==> config.mk <==
export PLATFORM = sky130hd
export DESIGN_NAME = gshare_train_tracker
export DESIGN_NICKNAME = d
export VERILOG_FILES = /design/src/rtl/gshare_pkg.sv /design/src/rtl/gshare_inflight_fifo.sv /design/src/rtl/gshare_train_tracker.sv
export SDC_FILE = /design/constraint.sdc
export NUM_CORES = 1
export LEC_CHECK = 0
export CAP_MARGIN = 10
export CORE_MARGIN = 2
export CORE_UTILIZATION = 34
export DETAILED_ROUTE_END_ITERATION = 10
export PLACE_DENSITY_LB_ADDON = 0.05
export SLEW_MARGIN = 20
export SYNTH_ARGS = -nofsm -noshare
export SYNTH_HDL_FRONTEND = slang
export SYNTH_HIERARCHICAL = 1
export SYNTH_SLANG_ARGS = --single-unit
==> constraint.sdc <==
create_clock -name clk -period 3.3 [get_ports clk]
set_input_delay 0.33 -clock clk [delete_from_list [all_inputs] [get_ports clk]]
set_output_delay 0.33 -clock clk [all_outputs]
set_load 0.01 [all_outputs]
==> src/rtl/gshare_pkg.sv <==
// gshare_pkg: shared types and constants for the gshare predictor and its train tracker
package gshare_pkg;
  localparam int N = 7;
  typedef struct packed {
    logic [N-1:0] pc;
    logic         taken;
    logic [N-1:0] history;
  } pred_rec_t;
  localparam logic [1:0] SNT = 2'd0;
  localparam logic [1:0] LNT = 2'd1;
  localparam logic [1:0] LT  = 2'd2;
  localparam logic [1:0] ST  = 2'd3;
endpackage

==> src/rtl/gshare_inflight_fifo.sv <==
// gshare_inflight_fifo: in-order queue of issued predictions with push/pop/flush
module gshare_inflight_fifo
  import gshare_pkg::*;
#(
  parameter int DEPTH = 8,
  localparam int AW = $clog2(DEPTH),
  localparam int CW = $clog2(DEPTH + 1)
) (
  input  logic          clk,
  input  logic          reset,
  input  logic          push,
  input  logic          pop,
  input  logic          flush,
  input  pred_rec_t     din,
  output pred_rec_t     dout,
  output logic          full,
  output logic          empty,
  output logic [CW-1:0] count
);
  pred_rec_t mem [DEPTH];
  logic [AW-1:0] head, tail;
  logic wr, rd;
  assign full  = count == CW'(DEPTH);
  assign empty = count == '0;
  assign wr    = push && !full;
  assign rd    = pop && !empty;
  assign dout  = mem[head];
  always_ff @(posedge clk)
    if (wr) mem[tail] <= din;
  // flush drops the same-cycle push: everything behind the popped head is wrong-path
  always_ff @(posedge clk)
    if (reset) begin
      head  <= '0;
      tail  <= '0;
      count <= '0;
    end else if (flush && rd) begin
      head  <= head + AW'(1);
      tail  <= head + AW'(1);
      count <= '0;
    end else begin
      if (wr) tail <= tail + AW'(1);
      if (rd) head <= head + AW'(1);
      count <= count + CW'(wr) - CW'(rd);
    end
endmodule

==> src/rtl/gshare_train_tracker.sv <==
// gshare_train_tracker: queues predictions and emits registered train transactions; GSHARE_TRAIN_STATS_EN adds resolve/mispredict counters
module gshare_train_tracker
  import gshare_pkg::*;
#(
  parameter int N = 7,
  parameter int DEPTH = 8
) (
  input  logic                         clk,
  input  logic                         reset,
  input  logic                         predict_valid,
  input  logic [N-1:0]                 predict_pc,
  input  logic                         predict_taken,
  input  logic [N-1:0]                 predict_history,
  output logic                         predict_ready,
  input  logic                         resolve_valid,
  input  logic                         resolve_taken,
  output logic                         resolve_ready,
  output logic                         train_valid,
  output logic                         train_taken,
  output logic                         train_mispredicted,
  output logic [N-1:0]                 train_history,
  output logic [N-1:0]                 train_pc,
`ifdef GSHARE_TRAIN_STATS_EN
  output logic [31:0]                  stat_resolved,
  output logic [31:0]                  stat_mispredicted,
`endif
  output logic [$clog2(DEPTH+1)-1:0]   inflight_count
);
  pred_rec_t head_rec;
  logic full, empty, accept, mis;
  assign accept        = resolve_valid && resolve_ready;
  assign mis           = head_rec.taken ^ resolve_taken;
  assign predict_ready = !full;
  assign resolve_ready = !empty;
  gshare_inflight_fifo #(.DEPTH(DEPTH)) u_fifo (
    .clk   (clk),
    .reset (reset),
    .push  (predict_valid),
    .pop   (accept),
    .flush (accept && mis),
    .din   ('{pc: predict_pc, taken: predict_taken, history: predict_history}),
    .dout  (head_rec),
    .full  (full),
    .empty (empty),
    .count (inflight_count)
  );
  always_ff @(posedge clk)
    if (reset) begin
      train_valid        <= 1'b0;
      train_taken        <= 1'b0;
      train_mispredicted <= 1'b0;
      train_history      <= '0;
      train_pc           <= '0;
    end else begin
      train_valid        <= accept;
      train_taken        <= accept && resolve_taken;
      train_mispredicted <= accept && mis;
      train_history      <= accept ? head_rec.history : '0;
      train_pc           <= accept ? head_rec.pc : '0;
    end
`ifdef GSHARE_TRAIN_STATS_EN
  always_ff @(posedge clk)
    if (reset) begin
      stat_resolved     <= '0;
      stat_mispredicted <= '0;
    end else begin
      stat_resolved     <= stat_resolved + 32'(train_valid);
      stat_mispredicted <= stat_mispredicted + 32'(train_valid && train_mispredicted);
    end
`endif
endmodule

==> flow_summary.yaml, run 1 <==
synth:
  synthMuxAreaShare: 0.1638
  synthArstFlopShare: 0
  synth_simple_gate_area_frac: 0.05246
  synthCells: 299
  synth_cell_types: 37
  synth_compound_area_frac: 0.01906
  synth_warnings: 6
  yosys-top-cells-area: "edfxtp_1 (62%), mux4_1 (13%), dfxtp_1 (10%), mux2_2 (2.9%), ha_1 (1.7%)"
  avgSynthCellArea_um2: 19.54
  synth_top_area_cell: "edfxtp_1"
  synth-edff-count: 120
  synth_fa_ha_area_frac: 0.02056
  ys.flop_type: "edfxtp_1"
  ys_seq_elements: 150
  syn_area_um2: 5843
  synth_seq_area_share: 0.7195
  synth_top_family_by_area: "multiplexers"
  synthXorXnorAreaFrac: 0.004497
  synth_top_area_frac: 0.6167
  synth_nets: 328
route:
  wl_met1_mm: 5.351
  vias_per_cell: 4.758
  drc: 0
  wire_per_inst_um: 19.46
  wirelength_mm: 11.68
  vias: 2855
  drtAntennaViolNets: 0
  wl_met3_um: 354
  wl_met2_mm: 5.820
  drt_iter0_drc: 150
  dr.pass1.iters: 4
  top_layer: "met4"
timing:
  tightestPinTransition_ns: 0.6059
  maxSlewViolCount: 0
  fin_skew_ns: 0.007813
  setup_viol: 0
  max_slew_margin: 0.5939
  fin_setup_tns_ns: 0
  rsz0062_at_grt: "false"
  finalHoldViolCount: 0
  finalCriticalPeriod_ns: 2.996
  finalCritPeriodShare: 0.9080
  fmax_mhz: 333.7
placed_design:
  portBuffers: 42
  gp_congestion: 0.7821
  placed_cells: 568
  post-dp-hpwl_mm: 6.868
  place_area_um2: 6620
clocking:
  cts-root-buf: "clkbuf_16"
  cts_tree: "yes"
  cts_resized: 0
  hold_buffers: 0
  numCtsBuffers: 17
  cts_setup_buffers: 0
  cts.clk_slew.worst_paths_ns: 0.06
  clock_sinks: 150
  clock_latency_ns: 0.42
  htreeDepth: 4
  ctsLongestPathBuffers: 2
layout:
  nNetsFinal: 396
  instances_no_fill: 600
  final_cell_area_um2: 7154
  fillCellCount: 1492
  layout-drive-gt1-share: 0.1789
  n_antenna_cell: 0
  synthToLayoutAreaGrowth_pct: 22.44
power:
  vdd_drop_max_mv: 0.3899
  p_per_area_nw_per_um2: 728.2
  p_leak_nw: 2.441
worst_setup_path:
  crit_arrival_ns: 3.33
  crit_fanout: 10
  critPathBufInv: 4
  critPathSlowestCell: "or3b_1"
  worstSetupStartpointType: "flip-flop"
  crit_family: "simple AND/OR/NAND/NOR gates"
  path_depth: 13
  criticalPathCategory: "reg2reg"
  path_cells: "inv_1 -> ha_1 -> or3b_1 -> inv_2 -> and2b_1 -> inv_1 -> nor2_1 -> ha_1 -> inv_1 -> ha_1 -> and3_1 -> or3_1 -> a211oi_1"
  rr_worst_depth: 13
  critical_path.endpoint_type: "flip-flop"
  slowest_delay_ns: 0.43
  cp.required_ns: 3.63
worst_hold_path:
  hp-class: "reg2reg"
  hold_depth: 2
grt:
  grt_pass1_vias: 2846
  grt_max_degree: 19
  antenna_found_initial: 0
  grt_pass1_wl_mm: 17.43
  grt-ovfl-total: 0
  track_usage: 0.1359
flow_run:
  max_cap_viol_count: 0
run_status:
  status: "completed"
floorplanning:
  initial_utilization: 0.3499
  io_pins: 43
  dieArea_um2: 18250
  std_cell_rows: 47
  fp.dieH_um: 135.1
  core-area_um2: 16700
  die_w_um: 135.1
flip-flops by register name, summed over array words and instances, names as in the netlist, named ones only:
signal              count
train_valid             1
train_taken             1
u_fifo/head             3
u_fifo/tail             3
u_fifo/count            4
train_history           7
u_fifo/mem            120
train_mispredicted      1
train_pc                7
kinds of logic after synthesis:
group / count (synthesis)
adder cells (fa/ha/maj): 9
AO/OA/AOI/OAI: 17
multiplexers: 45
buffers and inverters: 23
XOR/XNOR: 3
AND/OR/NAND/NOR: 52
flip-flops: 150
metrics by stage:
stage / setup slack (ns) / total power, mW / util / hold WS (ns)
3_3_place_gp: 0.4273 / 3.505 / 0.3964 / 0.5246
5_1_grt: 0.06384 / 5.468 / 0.4284 / 0.5371
6_report: 0.3037 / 5.210 / 0.4284 / 0.5228
3_5_place_dp: 0.3206 / 3.518 / 0.3964 / 0.5041
4_1_cts: 0.3019 / 5.285 / 0.4284 / 0.5203
2_1_floorplan: 0.5191 / 3.094 / - / 0.4289
power by group:
part	total [mW]	internal (mW)	switching (mW)	leakage, nW
logic	1.15	0.593	0.554	0.842
clock network	1.75	1.04	0.714	0.266
registers	2.31	2.23	0.0745	1.33
total	5.21	3.87	1.34	2.44
layer usage:
layer | vias up | global-route usage
li1 | 1343 | -
met5 | - | 0
met3 | 12 | 0.03829
met1 | 1442 | 0.1763
met4 | 0 | 0.04861
met2 | 58 | 0.2194
cells in the mapped netlist (2+ instances only):
library cell	number
nor3_1	6
clkbuf_1	4
inv_1	12
edfxtp_1	120
nor2b_1	2
ha_1	8
a21oi_1	3
nand2b_1	2
buf_6	4
o21ai_0	6
and2_1	12
mux2_2	15
nand3_1	4
and2_2	3
nor2_1	9
nand2_1	4
dfxtp_1	30
mux4_1	30
xor2_1	2
a311oi_1	3
or3_1	4
layout make-up:
| cell class | count | area [µm²] | share of cell area |
|---|---|---|---|
| sequential | 150 | 4204 | 0.5876 |
| multi-input combinational | 126 | 1531 | 0.2141 |
| timing repair buffer | 59 | 560.5 | 0.07835 |
| clock buffer | 20 | 446.7 | 0.06243 |
| tap | 220 | 275.3 | 0.03847 |
| clock inverter | 12 | 87.58 | 0.01224 |
| inverter | 13 | 48.80 | 0.006821 |
cell usage in the layout (no fill, tap or decap), drive strengths merged, types with 3 or more instances in the layout:
cell type	instances
a21oi	3
mux2	15
a311oi	3
and2	15
clkinv	10
edfxtp	120
dfxtp	30
nand2	4
o21ai	6
nor2	9
nand3	4
or3	4
inv	13
clkdlybuf4s50	42
nor3	6
mux4	30
buf	17
clkbuf	20
ha	8
final timing paths:
check	start	to	slack, ns
worst min-delay path	u_fifo/head[1]$_SDFFE_PP0N_	u_fifo/head[1]$_SDFFE_PP0N_	0.52
worst max-delay path	u_fifo/count[2]$_SDFF_PP0_	u_fifo/count[3]$_SDFF_PP0_	0.30
worst max register to register	u_fifo/count[2]$_SDFF_PP0_	u_fifo/count[3]$_SDFF_PP0_	0.30
worst min register to register	u_fifo/head[1]$_SDFFE_PP0N_	u_fifo/head[1]$_SDFFE_PP0N_	0.52
worst register-to-register path, cell delays in order, from the launching register on:
cell	delay [ns]
dfxtp_1	0.31
inv_1	0.10
ha_1	0.14
or3b_1	0.43
inv_2	0.19
and2b_1	0.27
inv_1	0.13
nor2_1	0.09
ha_1	0.24
inv_1	0.07
ha_1	0.22
and3_1	0.17
or3_1	0.34
a211oi_1	0.22
(Power assumes the default switching activity.)
==> inputs of run 2 (changes only) <==
- CELL_PAD_IN_SITES_DETAIL_PLACEMENT: default -> 1
- CELL_PAD_IN_SITES_GLOBAL_PLACEMENT: default -> 1
- CORE_ASPECT_RATIO: default -> 1.4
==> run 2 against run 1 <==
Global-route usage increased by 0.29 points. Critical path depth is the same. Final cell count is 2.2% lower.
==> flow_summary.yaml, run 2 (synthesis results as in run 1) <==
timing:
  finalCriticalPeriod_ns: 2.935
  max_slew_margin: 0.5787
  finalCritPeriodShare: 0.8893
  maxSlewViolCount: 0
  fmax_mhz: 340.8
  setup_viol: 0
  fin_setup_tns_ns: 0
  fin_skew_ns: 0.005720
  rsz0062_at_grt: "false"
  tightestPinTransition_ns: 0.6311
  finalHoldViolCount: 0
power:
  p_per_area_nw_per_um2: 759.8
  vdd_drop_max_mv: 0.3636
  total_power_mw: 5.504
  p_leak_nw: 2.497
grt:
  track_usage: 0.1388
  grt-ovfl-total: 0
  grt_max_degree: 21
  grt_pass1_vias: 3184
  grt_pass1_wl_mm: 18.13
  antenna_found_initial: 0
worst_setup_path:
  criticalPathCategory: "reg2reg"
  critPathLaunch: "u_fifo/count[2]$_SDFF_PP0_"
  critical_path.endpoint_type: "flip-flop"
  path_cells: "inv_1 -> ha_1 -> or3b_1 -> inv_2 -> and2b_1 -> inv_1 -> nor2_1 -> ha_1 -> inv_1 -> ha_1 -> and3_1 -> or3_1 -> a211oi_1"
  worstSetupStartpointType: "flip-flop"
  crit_arrival_ns: 3.27
  slowest_delay_ns: 0.35
  rrSetupSlack_ns: 0.37
  cp.required_ns: 3.63
  critPathSlowestCell: "or3_1"
  crit_fanout: 7
  r2r-start: "u_fifo/count[2]$_SDFF_PP0_"
flow_run:
  max_cap_viol_count: 0
clocking:
  cts_resized: 0
  clock_sinks: 150
  ctsLongestPathBuffers: 2
  numCtsBuffers: 17
  cts.clk_slew.worst_paths_ns: 0.06
  cts_tree: "yes"
  clock_latency_ns: 0.42
  htreeDepth: 4
  hold_buffers: 0
  cts_setup_buffers: 0
  cts-root-buf: "clkbuf_16"
worst_hold_path:
  min_from: "u_fifo/head[1]$_SDFFE_PP0N_"
  hp-class: "reg2reg"
layout:
  layout_commonest_cell: "edfxtp_1"
  largestRegisters: "u_fifo/mem x120, train_history x7, train_pc x7"
  largest_register: "u_fifo/mem"
  fillCellCount: 1626
  instances_no_fill: 587
  mostFrequentLayoutCells: "edfxtp_1 (120), clkdlybuf4s50_1 (42), dfxtp_1 (30), mux4_1 (30), buf_4 (21)"
  nNetsFinal: 400
  n_antenna_cell: 0
  synthToLayoutAreaGrowth_pct: 23.98
  largest_reg_flops: 120
  layout-drive-gt1-share: 0.2005
floorplanning:
  initial_utilization: 0.3475
  die_w_um: 114.8
  core-area_um2: 16820
  dieArea_um2: 18270
  std_cell_rows: 56
  fp.dieH_um: 159.1
  io_pins: 43
placed_design:
  post-dp-hpwl_mm: 7.521
  portBuffers: 42
  gp_congestion: 0.6672
  placed_cells: 555
route:
  drc: 0
  drt_iter0_drc: 119
  vias_per_cell: 5.009
  drtAntennaViolNets: 0
  wire_per_inst_um: 19.95
  wirelength_mm: 11.71
  dr.pass1.iters: 5
  vias: 2940
run_status:
  status: "completed"
-- run 2: cell count changes in the layout (fill, tap and decap cells not counted) --
cell | before | now
buf_4 | 16 | 21
bufinv_16 | 1 | 4
clkinv_1 | 3 | 0
clkinv_2 | 6 | 3
clkinv_4 | 1 | 4
clkbuf_1 | 2 | 0
inv_6 | 0 | 2
buf_12 | 1 | 0
clkbuf_8 | 1 | 0
clkinvlp_4 | 1 | 2
-- run 2: area by class of cell --
| class | instances | area [µm²] | area share |
|---|---|---|---|
| Tap cell | 203 | 254.0 | 0.03506 |
| Clock buffer | 17 | 425.4 | 0.05872 |
| Sequential cell | 150 | 4204 | 0.5803 |
| Clock inverter | 15 | 202.7 | 0.02798 |
| Timing Repair Buffer | 63 | 578.1 | 0.07979 |
| Inverter | 13 | 48.80 | 0.006736 |
| Multi-Input combinational cell | 126 | 1531 | 0.2114 |
-- run 2: where the power goes --
part / switching (mW) / internal, mW
Clock: 0.755 / 1.27
Sequential: 0.0769 / 2.23
Combinational: 0.562 / 0.608
-- run 2: final timing paths --
check / end / depth (start not counted)
setup reg to reg: u_fifo/count[3]$_SDFF_PP0_ / 13
hold / removal: u_fifo/head[1]$_SDFFE_PP0N_ / 2
setup / recovery: u_fifo/count[3]$_SDFF_PP0_ / 13
hold reg to reg: u_fifo/head[1]$_SDFFE_PP0N_ / 2
-- run 2: critical path, delay by kind of cell, from the launching register on --
kind            cells  cell delay, ns
buf+inv             4            0.29
compound gates      1            0.22
flops               1            0.33
fa+ha+maj           3            0.69
simple gates        5            1.32
-- run 2: metrics by stage --
step | area [µm²] | utilization | hold WS (ns) | setup WS, ns
after floorplan | 5843 | - | 0.4289 | 0.5191
after global placement | 6616 | 0.3935 | 0.5235 | 0.4225
after detailed placement | 6616 | 0.3935 | 0.5149 | 0.3469
after CTS | 7244 | 0.4308 | 0.5237 | 0.3116
after global routing | 7244 | 0.4308 | 0.5339 | 0.1260
final | 7244 | 0.4308 | 0.5283 | 0.3655
-- run 2: metal layers --
metal	global-route usage	up-vias	wire [µm]
met4	0.05531	0	217
met1	0.1692	1519	5136
li1	-	1348	-
met3	0.04340	17	410
met5	0	-	0
met2	0.2283	56	5948
==> inputs of run 3 (changes only) <==
- ABC_CLOCK_PERIOD_IN_PS: default -> 3300
- SYNTH_HIERARCHICAL: 1 -> default
==> run 3 against run 2 <==
The run now ends with DRC left. Final cell count fell by 2.7%. Critical path depth fell by 1. Wire length rose by 0.24%. Die area fell by 3.0%. Synthesized cell count did not move. Utilization fell by 0.24 points. Via count fell by 2.8%. Worst setup slack improved by 0.40 ns. Non-clock buffer count fell by 8. First-iteration DRC count rose by 34%. Fmax rose by 16%. Largest cell class unchanged. Largest power group unchanged. Highest routed layer unchanged.
==> flow_summary.yaml, run 3 <==
synth:
  yosys-top-cells-count: "edfxtp_1 (120), dfxtp_1 (30), mux4_2 (29)"
  synth_warnings: 0
  avgSynthCellArea_um2: 18.95
  synth-edff-count: 120
  synth_nets: 328
  synth_seq_area_share: 0.7420
  ys_seq_elements: 150
  yosys-top-cells-area: "edfxtp_1 (64%), mux4_2 (12%), dfxtp_1 (11%), mux2i_1 (3.5%), ha_1 (1.8%)"
  yosysMostFrequentCell: "edfxtp_1"
  syn_area_um2: 5665
  synthArstFlopShare: 0
  synthCells: 299
  ys.flop_type: "edfxtp_1"
  synth_top_area_cell: "edfxtp_1"
  synth_cell_types: 33
  synth_top_area_frac: 0.6360
layout:
  largest_reg_flops: 120
  ff_latch_area_um2: 4205
  layout-drive-gt1-share: 0.2097
  multiInputGateArea_um2: 1383
  synthToLayoutAreaGrowth_pct: 22.81
  layout_commonest_cell: "edfxtp_1"
  fillCellCount: 1563
  largestRegisters: "u_fifo.mem x120, train_history x7, train_pc x7"
  n_antenna_cell: 0
  nNetsFinal: 388
  largest_register: "u_fifo.mem"
  finish.utilization: 0.4284
  mostFrequentLayoutCells: "edfxtp_1 (120), clkdlybuf4s50_1 (42), mux4_2 (29), dfxtp_1 (29), nor2_1 (21)"
floorplanning:
  dieArea_um2: 17730
  core-area_um2: 16240
  io_pins: 43
  std_cell_rows: 55
  initial_utilization: 0.3488
  die_w_um: 113.1
  fp.dieH_um: 156.7
grt:
  grt-ovfl-total: 0
  track_usage: 0.1435
  grt_max_degree: 29
  antenna_found_initial: 0
  grt_pass1_wl_mm: 18.15
  grt_pass1_vias: 3182
route:
  drtAntennaViolNets: 0
  dr.pass1.iters: 7
  vias: 2857
  vias_per_cell: 5.004
  wirelength_mm: 11.74
  drt_iter0_drc: 160
  wire_per_inst_um: 20.56
  drc: 5
worst_setup_path:
  crit_arrival_ns: 2.87
  r2r-start: "u_fifo.count[2]$_SDFF_PP0_"
  critical_path.endpoint_type: "flip-flop"
  critPathSlowestCell: "or3b_1"
  crit_fanout: 6
  critPathLaunch: "u_fifo.count[2]$_SDFF_PP0_"
  critPathBufInv: 4
  rr_worst_depth: 12
  path_cells: "inv_1 -> ha_1 -> or3b_1 -> nand2_1 -> inv_1 -> ha_1 -> inv_1 -> ha_1 -> inv_1 -> fa_1 -> xor2_1 -> nor3_1"
  criticalPathCategory: "reg2reg"
  cp.required_ns: 3.64
  worstSetupStartpointType: "flip-flop"
  path_depth: 12
  crit_family: "adder cells"
  path_common_cell: "inv_1"
  slowest_delay_ns: 0.45
clocking:
  numCtsBuffers: 17
  cts_setup_buffers: 0
  cts-root-buf: "clkbuf_16"
  ctsLongestPathBuffers: 2
  htreeDepth: 4
  hold_buffers: 0
  cts.clk_slew.worst_paths_ns: 0.06
  clock_latency_ns: 0.42
  clock_sinks: 150
  cts_tree: "yes"
  cts_resized: 0
placed_design:
  post-dp-hpwl_mm: 6.930
  gp_congestion: 0.7033
  portBuffers: 42
power:
  vdd_drop_max_mv: 0.3223
  p_sw_frac: 0.2602
  seqPwrFrac: 0.439
  p_per_area_nw_per_um2: 775.3
  comb_power_share: 0.217
  clkPwrFrac: 0.344
  power.switching_mw: 1.404
  internal-power_mw: 3.991
  p_leak_nw: 2.291
timing:
  max_slew_margin: 0.5971
  fin_skew_ns: 0.01210
  tightestPinTransition_ns: 0.6043
  finalCriticalPeriod_ns: 2.533
  finalHoldViolCount: 0
  fin_setup_tns_ns: 0
  maxSlewViolCount: 0
  finalCritPeriodShare: 0.7677
  fmax_mhz: 394.7
  rsz0062_at_grt: "false"
  setup_viol: 0
run_status:
  status: "finished with violations"
  violations: "DRC"
worst_hold_path:
  hold_depth: 2
  hp-class: "reg2reg"
  min_from: "u_fifo.head[1]$_SDFFE_PP0N_"
flow_run:
  max_cap_viol_count: 0
[run 3: cell types whose count changed in the layout (fill, tap and decap cells not counted), sizes merged, moves of 3 or more]
cell    before  now
or3          4    1
and2        15    1
nor2         9   21
clkbuf      17   22
a311oi       3    0
mux2i        0   21
o21ai        6    0
mux2        15    1
inv         15   12
buf         21   13
[run 3: metrics by stage]
| step | instance area (µm²) | cells | hold slack [ns] | worst slack, ns | total power, mW |
|---|---|---|---|---|---|
| after global placement | 6396 | 539 | 0.5085 | 0.8188 | 3.614 |
| after floorplan | 5665 | 299 | 0.4289 | 0.1623 | 3.190 |
| after detailed placement | 6396 | 539 | 0.4989 | 0.7486 | 3.621 |
| after CTS | 6958 | 571 | 0.5082 | 0.7287 | 5.481 |
| final | 6958 | 571 | 0.4985 | 0.7666 | 5.395 |
| after global routing | 6958 | 571 | 0.5347 | 0.5421 | 5.661 |
[run 3: final cells by class]
class | count | share of cell area
multi-input cells | 124 | 0.1987
repair buffers | 55 | 0.07445
clock inverters | 10 | 0.01546
clock buffers | 22 | 0.06528
inverters | 11 | 0.005934
flip-flops and latches | 150 | 0.6044
well taps | 199 | 0.03578
[run 3: final timing paths]
path	slack (ns)	to
worst max-delay path	0.77	u_fifo.count[2]$_SDFF_PP0_
worst min-delay path	0.50	u_fifo.head[1]$_SDFFE_PP0N_
worst max register to register	0.77	u_fifo.count[2]$_SDFF_PP0_
worst min register to register	0.50	u_fifo.head[1]$_SDFFE_PP0N_
[run 3: power by group through the flow]
stage	clock, mW	sequential, mW	combinational [mW]
4_1_cts	1.89	2.37	1.21
5_1_grt	1.97	2.39	1.30
6_report	1.85	2.37	1.17
2_1_floorplan	0	2.40	0.791
3_3_place_gp	0	2.40	1.21
3_5_place_dp	0	2.41	1.21
[run 3: cells by family (layout without fill, tap and decap cells)]
family,Yosys count,count (layout),synth area share
flops,150,150,0.7421
simple gates,52,52,0.04550
mux,51,51,0.1572
buf+inv,25,98,0.01855
fa+ha+maj,9,9,0.02120
compound gates,7,7,0.007731
xor+xnor,5,5,0.007729
[run 3: worst register-to-register path, stage by stage (launching register included)]
cell and delay (ns):
dfxtp_1 0.31, inv_1 0.10, ha_1 0.16, or3b_1 0.45, nand2_1 0.18, inv_1 0.06
ha_1 0.26, inv_1 0.06, ha_1 0.17, inv_1 0.06, fa_1 0.37, xor2_1 0.17
nor3_1 0.12
[run 3: metal layers]
metal  vias up  routed length (µm)  global-route usage  share of wire
li1       1278                   -                   -              -
met1      1516                4909              0.1653           0.42
met2        48                6303              0.2546           0.54
met3        15                 339             0.03369          0.029
met4         0                 187             0.06098          0.016
met5         -                   0                   0              0
